==> src/rtl/tappy_pkg.sv <==
// Shared PS/2 definitions: transmitter states, frame bit count and the
// odd-parity helper used by both the transmitter and the receiver.
package tappy_pkg;

    localparam int unsigned PS2_BITS = 8;

    typedef enum logic [2:0] {
        IDLE,
        INHIBIT,
        RTS,
        DATA,
        PRTY,
        STOP,
        ACK
    } tx_state_e;

    function automatic logic odd_parity(input logic [PS2_BITS-1:0] w);
        return ~^w;
    endfunction

endpackage

==> src/rtl/tappy_sync.sv <==
// Two-flop synchronizers for the PS/2 clock and data pads, plus a one-cycle
// strobe marking a synchronized falling edge of the PS/2 clock.
module tappy_sync (
    input  logic sysclk,
    input  logic rst_n,
    input  logic clk_i,
    input  logic dat_i,
    output logic clk_o,
    output logic dat_o,
    output logic fall_c
);

    logic [1:0] clk_q;
    logic [1:0] dat_q;
    logic       clk_prev_q;

    // Reset to the idle (released, high) line level so no false edge appears.
    always_ff @(posedge sysclk or negedge rst_n) begin
        if (!rst_n) begin
            clk_q      <= 2'b11;
            dat_q      <= 2'b11;
            clk_prev_q <= 1'b1;
        end else begin
            clk_q      <= {clk_q[0], clk_i};
            dat_q      <= {dat_q[0], dat_i};
            clk_prev_q <= clk_q[1];
        end
    end

    assign clk_o  = clk_q[1];
    assign dat_o  = dat_q[1];
    assign fall_c = clk_prev_q & ~clk_q[1];

endmodule

==> src/rtl/tappy_send.sv <==
// PS/2 host-to-device transmitter: inhibit, request-to-send, LSB-first data
// with odd parity, stop-bit release and device acknowledge check.
module tappy_send
    import tappy_pkg::*;
#(
    parameter int unsigned INHIBIT_CYCLES = 5000,
    parameter int unsigned TIMEOUT_CYCLES = 750000
) (
    input  logic                sysclk,
    input  logic                rst_n,
    input  logic                clk,
    input  logic                dat,
    input  logic [PS2_BITS-1:0] word,
    input  logic                send,
    output logic                busy,
    output logic                done,
    output logic                error,
    output logic                clk_oe,
    output logic                dat_oe
);

    localparam int unsigned TMR_MAX = (INHIBIT_CYCLES > TIMEOUT_CYCLES) ?
                                      INHIBIT_CYCLES : TIMEOUT_CYCLES;
    localparam int unsigned TMR_W   = $clog2(TMR_MAX + 1);
    localparam int unsigned CNT_W   = $clog2(PS2_BITS + 1);

    logic clk_s;
    logic dat_s;
    logic fall_c;

    tappy_sync u_sync (
        .sysclk (sysclk),
        .rst_n  (rst_n),
        .clk_i  (clk),
        .dat_i  (dat),
        .clk_o  (clk_s),
        .dat_o  (dat_s),
        .fall_c (fall_c)
    );

    tx_state_e           state_q,  state_d;
    logic [PS2_BITS-1:0] word_q,   word_d;
    logic [CNT_W-1:0]    cnt_q,    cnt_d;
    logic [TMR_W-1:0]    tmr_q,    tmr_d;
    logic                busy_q,   busy_d;
    logic                done_q,   done_d;
    logic                error_q,  error_d;
    logic                clk_oe_q, clk_oe_d;
    logic                dat_oe_q, dat_oe_d;
    logic                timeout_c;

    always_ff @(posedge sysclk or negedge rst_n) begin
        if (!rst_n) begin
            state_q  <= IDLE;
            word_q   <= '0;
            cnt_q    <= '0;
            tmr_q    <= '0;
            busy_q   <= 1'b0;
            done_q   <= 1'b0;
            error_q  <= 1'b0;
            clk_oe_q <= 1'b0;
            dat_oe_q <= 1'b0;
        end else begin
            state_q  <= state_d;
            word_q   <= word_d;
            cnt_q    <= cnt_d;
            tmr_q    <= tmr_d;
            busy_q   <= busy_d;
            done_q   <= done_d;
            error_q  <= error_d;
            clk_oe_q <= clk_oe_d;
            dat_oe_q <= dat_oe_d;
        end
    end

    always_comb begin
        state_d   = state_q;
        word_d    = word_q;
        cnt_d     = cnt_q;
        tmr_d     = tmr_q;
        busy_d    = busy_q;
        done_d    = 1'b0;
        error_d   = 1'b0;
        clk_oe_d  = clk_oe_q;
        dat_oe_d  = dat_oe_q;
        timeout_c = (tmr_q == TMR_W'(TIMEOUT_CYCLES - 1));

        unique case (state_q)
            IDLE: begin
                if (send) begin
                    word_d   = word;
                    busy_d   = 1'b1;
                    clk_oe_d = 1'b1;
                    dat_oe_d = 1'b0;
                    tmr_d    = '0;
                    state_d  = INHIBIT;
                end
            end
            INHIBIT: begin
                // Releasing clock and pulling data in one step forms the start bit.
                if (tmr_q == TMR_W'(INHIBIT_CYCLES - 1)) begin
                    clk_oe_d = 1'b0;
                    dat_oe_d = 1'b1;
                    tmr_d    = '0;
                    state_d  = RTS;
                end else begin
                    tmr_d = tmr_q + TMR_W'(1);
                end
            end
            RTS: begin
                if (fall_c) begin
                    dat_oe_d = ~word_q[0];
                    cnt_d    = CNT_W'(1);
                    state_d  = DATA;
                end
            end
            DATA: begin
                if (fall_c) begin
                    if (cnt_q == CNT_W'(PS2_BITS)) begin
                        dat_oe_d = ~odd_parity(word_q);
                        state_d  = PRTY;
                    end else begin
                        dat_oe_d = ~word_q[cnt_q[CNT_W-2:0]];
                        cnt_d    = cnt_q + CNT_W'(1);
                    end
                end
            end
            PRTY: begin
                if (fall_c) begin
                    dat_oe_d = 1'b0;
                    state_d  = STOP;
                end
            end
            STOP: begin
                if (fall_c) begin
                    if (!dat_s) begin
                        state_d = ACK;
                    end else begin
                        error_d = 1'b1;
                        busy_d  = 1'b0;
                        state_d = IDLE;
                    end
                end
            end
            ACK: begin
                if (clk_s && dat_s) begin
                    done_d  = 1'b1;
                    busy_d  = 1'b0;
                    state_d = IDLE;
                end
            end
            default: state_d = IDLE;
        endcase

        // Transfer watchdog; a completion in the same cycle takes priority.
        if (state_q inside {RTS, DATA, PRTY, STOP, ACK}) begin
            tmr_d = tmr_q + TMR_W'(1);
            if (timeout_c && !done_d && !error_d) begin
                error_d  = 1'b1;
                busy_d   = 1'b0;
                clk_oe_d = 1'b0;
                dat_oe_d = 1'b0;
                state_d  = IDLE;
            end
        end
    end

    assign busy   = busy_q;
    assign done   = done_q;
    assign error  = error_q;
    assign clk_oe = clk_oe_q;
    assign dat_oe = dat_oe_q;

endmodule

==> config.mk <==
export PLATFORM = sky130hd
export DESIGN_NAME = tappy_send
export DESIGN_NICKNAME = d
export VERILOG_FILES = /design/src/rtl/tappy_pkg.sv /design/src/rtl/tappy_sync.sv /design/src/rtl/tappy_send.sv
export SDC_FILE = /design/constraint.sdc
export NUM_CORES = 1
export LEC_CHECK = 0
export CORE_MARGIN = 2
export CORE_UTILIZATION = 30
export CTS_CLUSTER_SIZE = 28
export DETAILED_ROUTE_END_ITERATION = 8
export SETUP_SLACK_MARGIN = 0.02
export SYNTH_ARGS = -nofsm -noshare
export SYNTH_HDL_FRONTEND = slang
export SYNTH_SLANG_ARGS = --single-unit
==> constraint.sdc <==
create_clock -name sysclk -period 1.8 [get_ports sysclk]
set_input_delay 0.36 -clock sysclk [delete_from_list [all_inputs] [get_ports sysclk]]
set_output_delay 0.36 -clock sysclk [all_outputs]
set_load 0.05 [all_outputs]
# == Word-level counts from Yosys, hierarchy flattened ==
# Index checks and enable logic that the tools add are counted.
# totals
regBits,45
in_bits,13
output_inout_bits,5
# op_classes
n_addsub,2
n_lt_le_gt_ge,1
eq_ne,13
muxes,50
bitwise_logic,5
n_reduce_logical,13
# op_table
op,n
$mux W20,3
$pmux W20 S2,1
$mux W3,11
$mux W1,26
$pmux W3 S7,1
$add A20 B1 Y20 const B,1
$eq A20 B13 Y1 const B,1
$eq A20 B20 Y1 const B,1
$mux W4,3
$eq A3 B3 Y1 const B,3
$pmux W4 S2,1
$reduce_xnor A8 Y1,1
$eq A3 B2 Y1 const B,2
$ne A2 B2 Y1 const B,3
$pmux W1 S5,1
$reduce_bool A5 Y1,1
$add A4 B1 Y4 const B,1
$eq A4 B4 Y1 const B,1
$lt A3 B4 Y1 const B,1
$not A1 Y1,4
$reduce_and A2 Y1,2
$reduce_and A4 Y1,1
$bmux W1 S3,1
$eq A3 B1 Y1 const B,1
other kinds (9),12

# == Depth between registers and ports, before layout ==
# logic_depth
depth_word,8
ltp_mapped,8
ltp_nobuf,7

# == Hierarchy ==
# From an unflattened synthesis, not the netlist that was laid out.
# unflattened
hier_cells,278
hier_area_um2,2610.0
# modules_own_cells
mod,instances,cells_each,area_per_inst_um2,seq_area_each_um2
tappy_send,1,272,2464.9,1001.0
tappy_sync,1,6,145.1,131.4

# == Worst setup path before layout ==
# Ideal clock, no wire load.
# synth_timing
path_kind,register -> register
from,register tmr_q[6]
to,register tmr_q[0]
setup_time_ps,125
t_arrival_ps,1811
slack_ps,-136
path_stages_with_launch,6
path_buffers,0
period_less_slack_ps,1936
path_cell_list,dfrtp_1 nand4bb_1 or4_1 o31a_1 or2_0 mux2_2
# synth_between
elab_chain_len,4
# synth_rtl
element,line_no,rtl
from (decl),tappy_send.sv:44,"logic [TMR_W-1:0] tmr_q, tmr_d;"
from (signal assigned),tappy_send.sv:67,tmr_q <= tmr_d;
$eq A20 B13 Y1,tappy_send.sv:101,if (tmr_q == TMR_W'(INHIBIT_CYCLES - 1)) begin
$mux W20,tappy_send.sv:101,
$pmux W20 S2,tappy_send.sv:88,unique case (state_q)
$mux W20,tappy_send.sv:156,"if (state_q inside {RTS, DATA, PRTY, STOP, ACK}) begin"
# No other way between the ends.
# A chain may end at the register's enable or synchronous reset.

# == Final worst setup path ==
# layout_timing
from,register tmr_q[10]
to,register tmr_q[0]
# Same word-level chain as after synthesis.

==> results.toml <==
[outcome]
status = "complete, but fails checks"
violations = "negative setup slack"

[cells_and_area]
n_antenna_cell = 0
fin_nets = 374
fill_cells = 849
regArea_mm2 = 0.00113
multi_input_area_mm2 = 0.00147
area_delta_synth_final_pct = 32.0
fin_cells = 466
drive_above_1_share_pct = 30.2

[detailed_routing]
viasPerCell = 5.08
detail-route-antenna-nets = 0
drt_iter0_drc = 146
wl_met3_um = 130
drt_first_pass_iters = 4
vias = 2368
routed.top_layer = "met4"
wl_met2_um = 3050
drt-wirelength-per-cell_um = 13.6
finalWirelength_um = 6360
drt-met1-wl_um = 3100
drc = 0

[place]
place_ws_ns = -0.157
dp_hpwl_um = 4580
portBuffers = 17
dp_cells = 458
routabilityCongestion = 0.804

[clock_network]
cts_inserted_buffers = 5
cts_tree = "yes"
hold_buffers = 0
ctsLongestPathBuffers = 2
root_buffer = "clkbuf_8"
numClockSinks = 45
cts_setup_buffers = 0
insertion_delay_ns = 0.31
clk_pin_slew_ns = 0.10
htreeDepth = 2

[logic_synthesis]
synth.avg_cell_area_um2 = 9.06
synthArstFlopShare_pct = 100
synthCells = 291
synth-edff-count = 0
synth_warnings = 0
synth_ff_type = "dfrtp_1"
netlist_area_mm2 = 0.00264
syn_nets = 308
yosysUniqueCellTypes = 50
ys_seq_area_share_pct = 43.0
synth_seq_cells = 45

[power_and_ir_drop]
p_seq_share_pct = 39.9
p_sw_share_pct = 31.5
leakage_nw = 1.46
ir_drop_uv = 439
power.share.clock_pct = 23.8
power.switching_mw = 1.06
p_int_mw = 2.30
power_density_mw_per_mm2 = 964
comb_power_share_pct = 36.3

[floorplan]
fp-row-count = 34
pin_count = 18
dieHeight_um = 97.7
die_width_um = 97.7
core_mm2 = 0.00864
initial_core_util_pct = 30.5
die_area_mm2 = 0.00955

[grt]
grt_first_pass_wirelength_um = 11100
grt_antenna_before_repair = 0
grt_max_degree = 46
grt_overflow = 0
grt_pass1_vias = 2274
grt_usage_pct = 14.1

[sta]
fin_tns_setup_ns = -1.82
tightest_slew_ns = 0.358
max_freq_mhz = 508
maxSlewHeadroom_pct = 75.9
layout_setup_ws_ns = -0.170
rsz0062_at_grt = "true"
fin_crit_ns = 1.97
clock_skew_ns = 0.00765
period_share_pct = 109
timing.final.hold_violations = 0
drv_slew = 0
setup_viol = 23
whs_ns = 0.0130

[job]
cap_violations = 0

[worst_setup_path]
cp_slowest_cell = "or4_4"
cp.depth = 5
crit_fanout = 5
crit_arrival_ns = 2.16
path_buf_inv = 0
worst_setup_path_start_kind = "flop"
crit_family = "simple AND/OR/NAND/NOR gates"
r2r_cells = 5
worstPathCellList = "nand4bb_1, or4_4, o31a_1, or2_0, mux2_2"
worstPathRequired_ns = 1.99
cp-end-kind = "flop"
max_stage_delay_ns = 0.43
critical_path_class = "reg2reg"

[hold_path]
hold_class = "in2async"
cell type report:
type | instances | area share [%]
multi-input cells | 223 | 42.2
flip-flops and latches | 45 | 32.6
repair buffers | 73 | 17.0
well taps | 108 | 3.88
clock buffers | 5 | 1.98
clock inverters | 3 | 1.33
inverters | 9 | 0.971
synthesized netlist by cell type (3+ instances only):
cell type,count,area [um^2]
or2_2,3,18.8
o22ai_1,10,62.6
inv_1,8,30.0
a21oi_1,7,35.0
o211ai_1,11,82.6
nor4_1,6,37.5
nor2_1,16,60.1
clkbuf_1,10,37.5
and3_1,3,18.8
mux2_2,9,101
o31a_1,5,43.8
o21ai_0,12,60.1
o21ai_2,3,26.3
nor3_1,12,60.1
dfstp_2,5,131
ha_1,4,50.1
nand2_1,53,199
a31oi_1,5,31.3
nand4_1,4,25.0
a22o_1,6,52.6
a21o_1,3,22.5
nand3_1,11,55.1
xnor2_1,7,61.3
dfrtp_1,40,1000
nor2b_1,6,37.5
power groups by stage:
stage	Clock [mW]	Combinational, mW	Sequential (mW)
2_1_floorplan	0	0.589	1.44
3_3_place_gp	0	1.18	1.35
3_5_place_dp	0	1.20	1.35
4_1_cts	0.821	1.21	1.34
5_1_grt	0.860	1.34	1.36
6_report	0.797	1.22	1.34
layer usage:
metal	up-vias	track usage, %
met5	-	0
met4	0	3.95
met3	7	2.15
met2	31	22.7
met1	1140	19.8
li1	1190	-
metrics by stage:
step           power [mW]  instance area [um^2]  util, %
4_1_cts              3.37                  3440     39.8
2_1_floorplan        2.03                  2650        -
3_5_place_dp         2.55                  3300     38.2
6_report             3.35                  3480     40.3
5_1_grt              3.57                  3480     40.3
3_3_place_gp         2.53                  3300     38.2
final timing paths:
| kind | slack (ns) | start | to |
|---|---|---|---|
| hold reg to reg | 0.36 | u_sync.clk_q[0] | u_sync.clk_q[1] |
| setup reg to reg | -0.17 | tmr_q[10] | tmr_q[0] |
| setup / recovery | -0.17 | tmr_q[10] | tmr_q[0] |
| hold / removal | 0.01 | rst_n | clk_oe |
| max in group asynchronous | 1.50 | rst_n | u_sync.clk_q[0] |
| min in group sysclk | 0.36 | u_sync.clk_q[0] | u_sync.clk_q[1] |
logic make-up after synthesis:
kind of cell / count (synthesis) / share of synthesized area [%]
compound gates: 70 / 18.4
xor+xnor: 8 / 2.66
fa+ha+maj: 4 / 1.90
buf+inv: 23 / 3.89
flops: 45 / 43.0
mux: 12 / 5.93
simple gates: 129 / 24.3
state kept, by name, summed over array words and instances, names as in the netlist:
| register | flops |
|---|---|
| tmr_q | 20 |
| u_sync.clk_q | 2 |
| state_q | 3 |
| word_q | 8 |
| clk_oe | 1 |
| error | 1 |
| u_sync.dat_q | 2 |
| u_sync.clk_prev_q | 1 |
| cnt_q | 4 |
| done | 1 |
| dat_oe | 1 |
| busy | 1 |
repair_timing:
item / CTS / global route
resized for setup: 9 / 10
pin swaps: 7 / 1
setup endpoints to repair: 24 / 27
cells in the final DEF (no fill, tap or decap), types with 2 or more instances in the layout:
cell type        Yosys  layout
nor2_1              16      15
o21ai_2              3       4
mux4_2               2       2
a21o_1               3       3
clkbuf_8             0       5
nor3_2               1       2
nand4_1              4       4
mux2_2               9       9
nor4_1               6       6
o31a_1               5       5
and4_1               2       2
nor2b_1              6       5
a22o_1               6       6
xnor2_1              7       7
ha_1                 4       4
o21a_1               2       2
and2_1               2       2
o211ai_1            11      11
or2_2                3       3
dfstp_2              5       5
buf_4                0      58
o22ai_2              0       2
a21oi_1              7       7
o22ai_1             10       8
o21ai_1              0       5
nand3_1             11      11
dfrtp_1             40      39
a31oi_1              5       5
buf_6                2       2
and3_1               3       2
clkdlybuf4s50_1      0      11
nor3_1              12      11
inv_1                8       8
nand2_1             53      53
o21ai_0             12       6
Note: power is estimated with default switching activity, not from simulation.
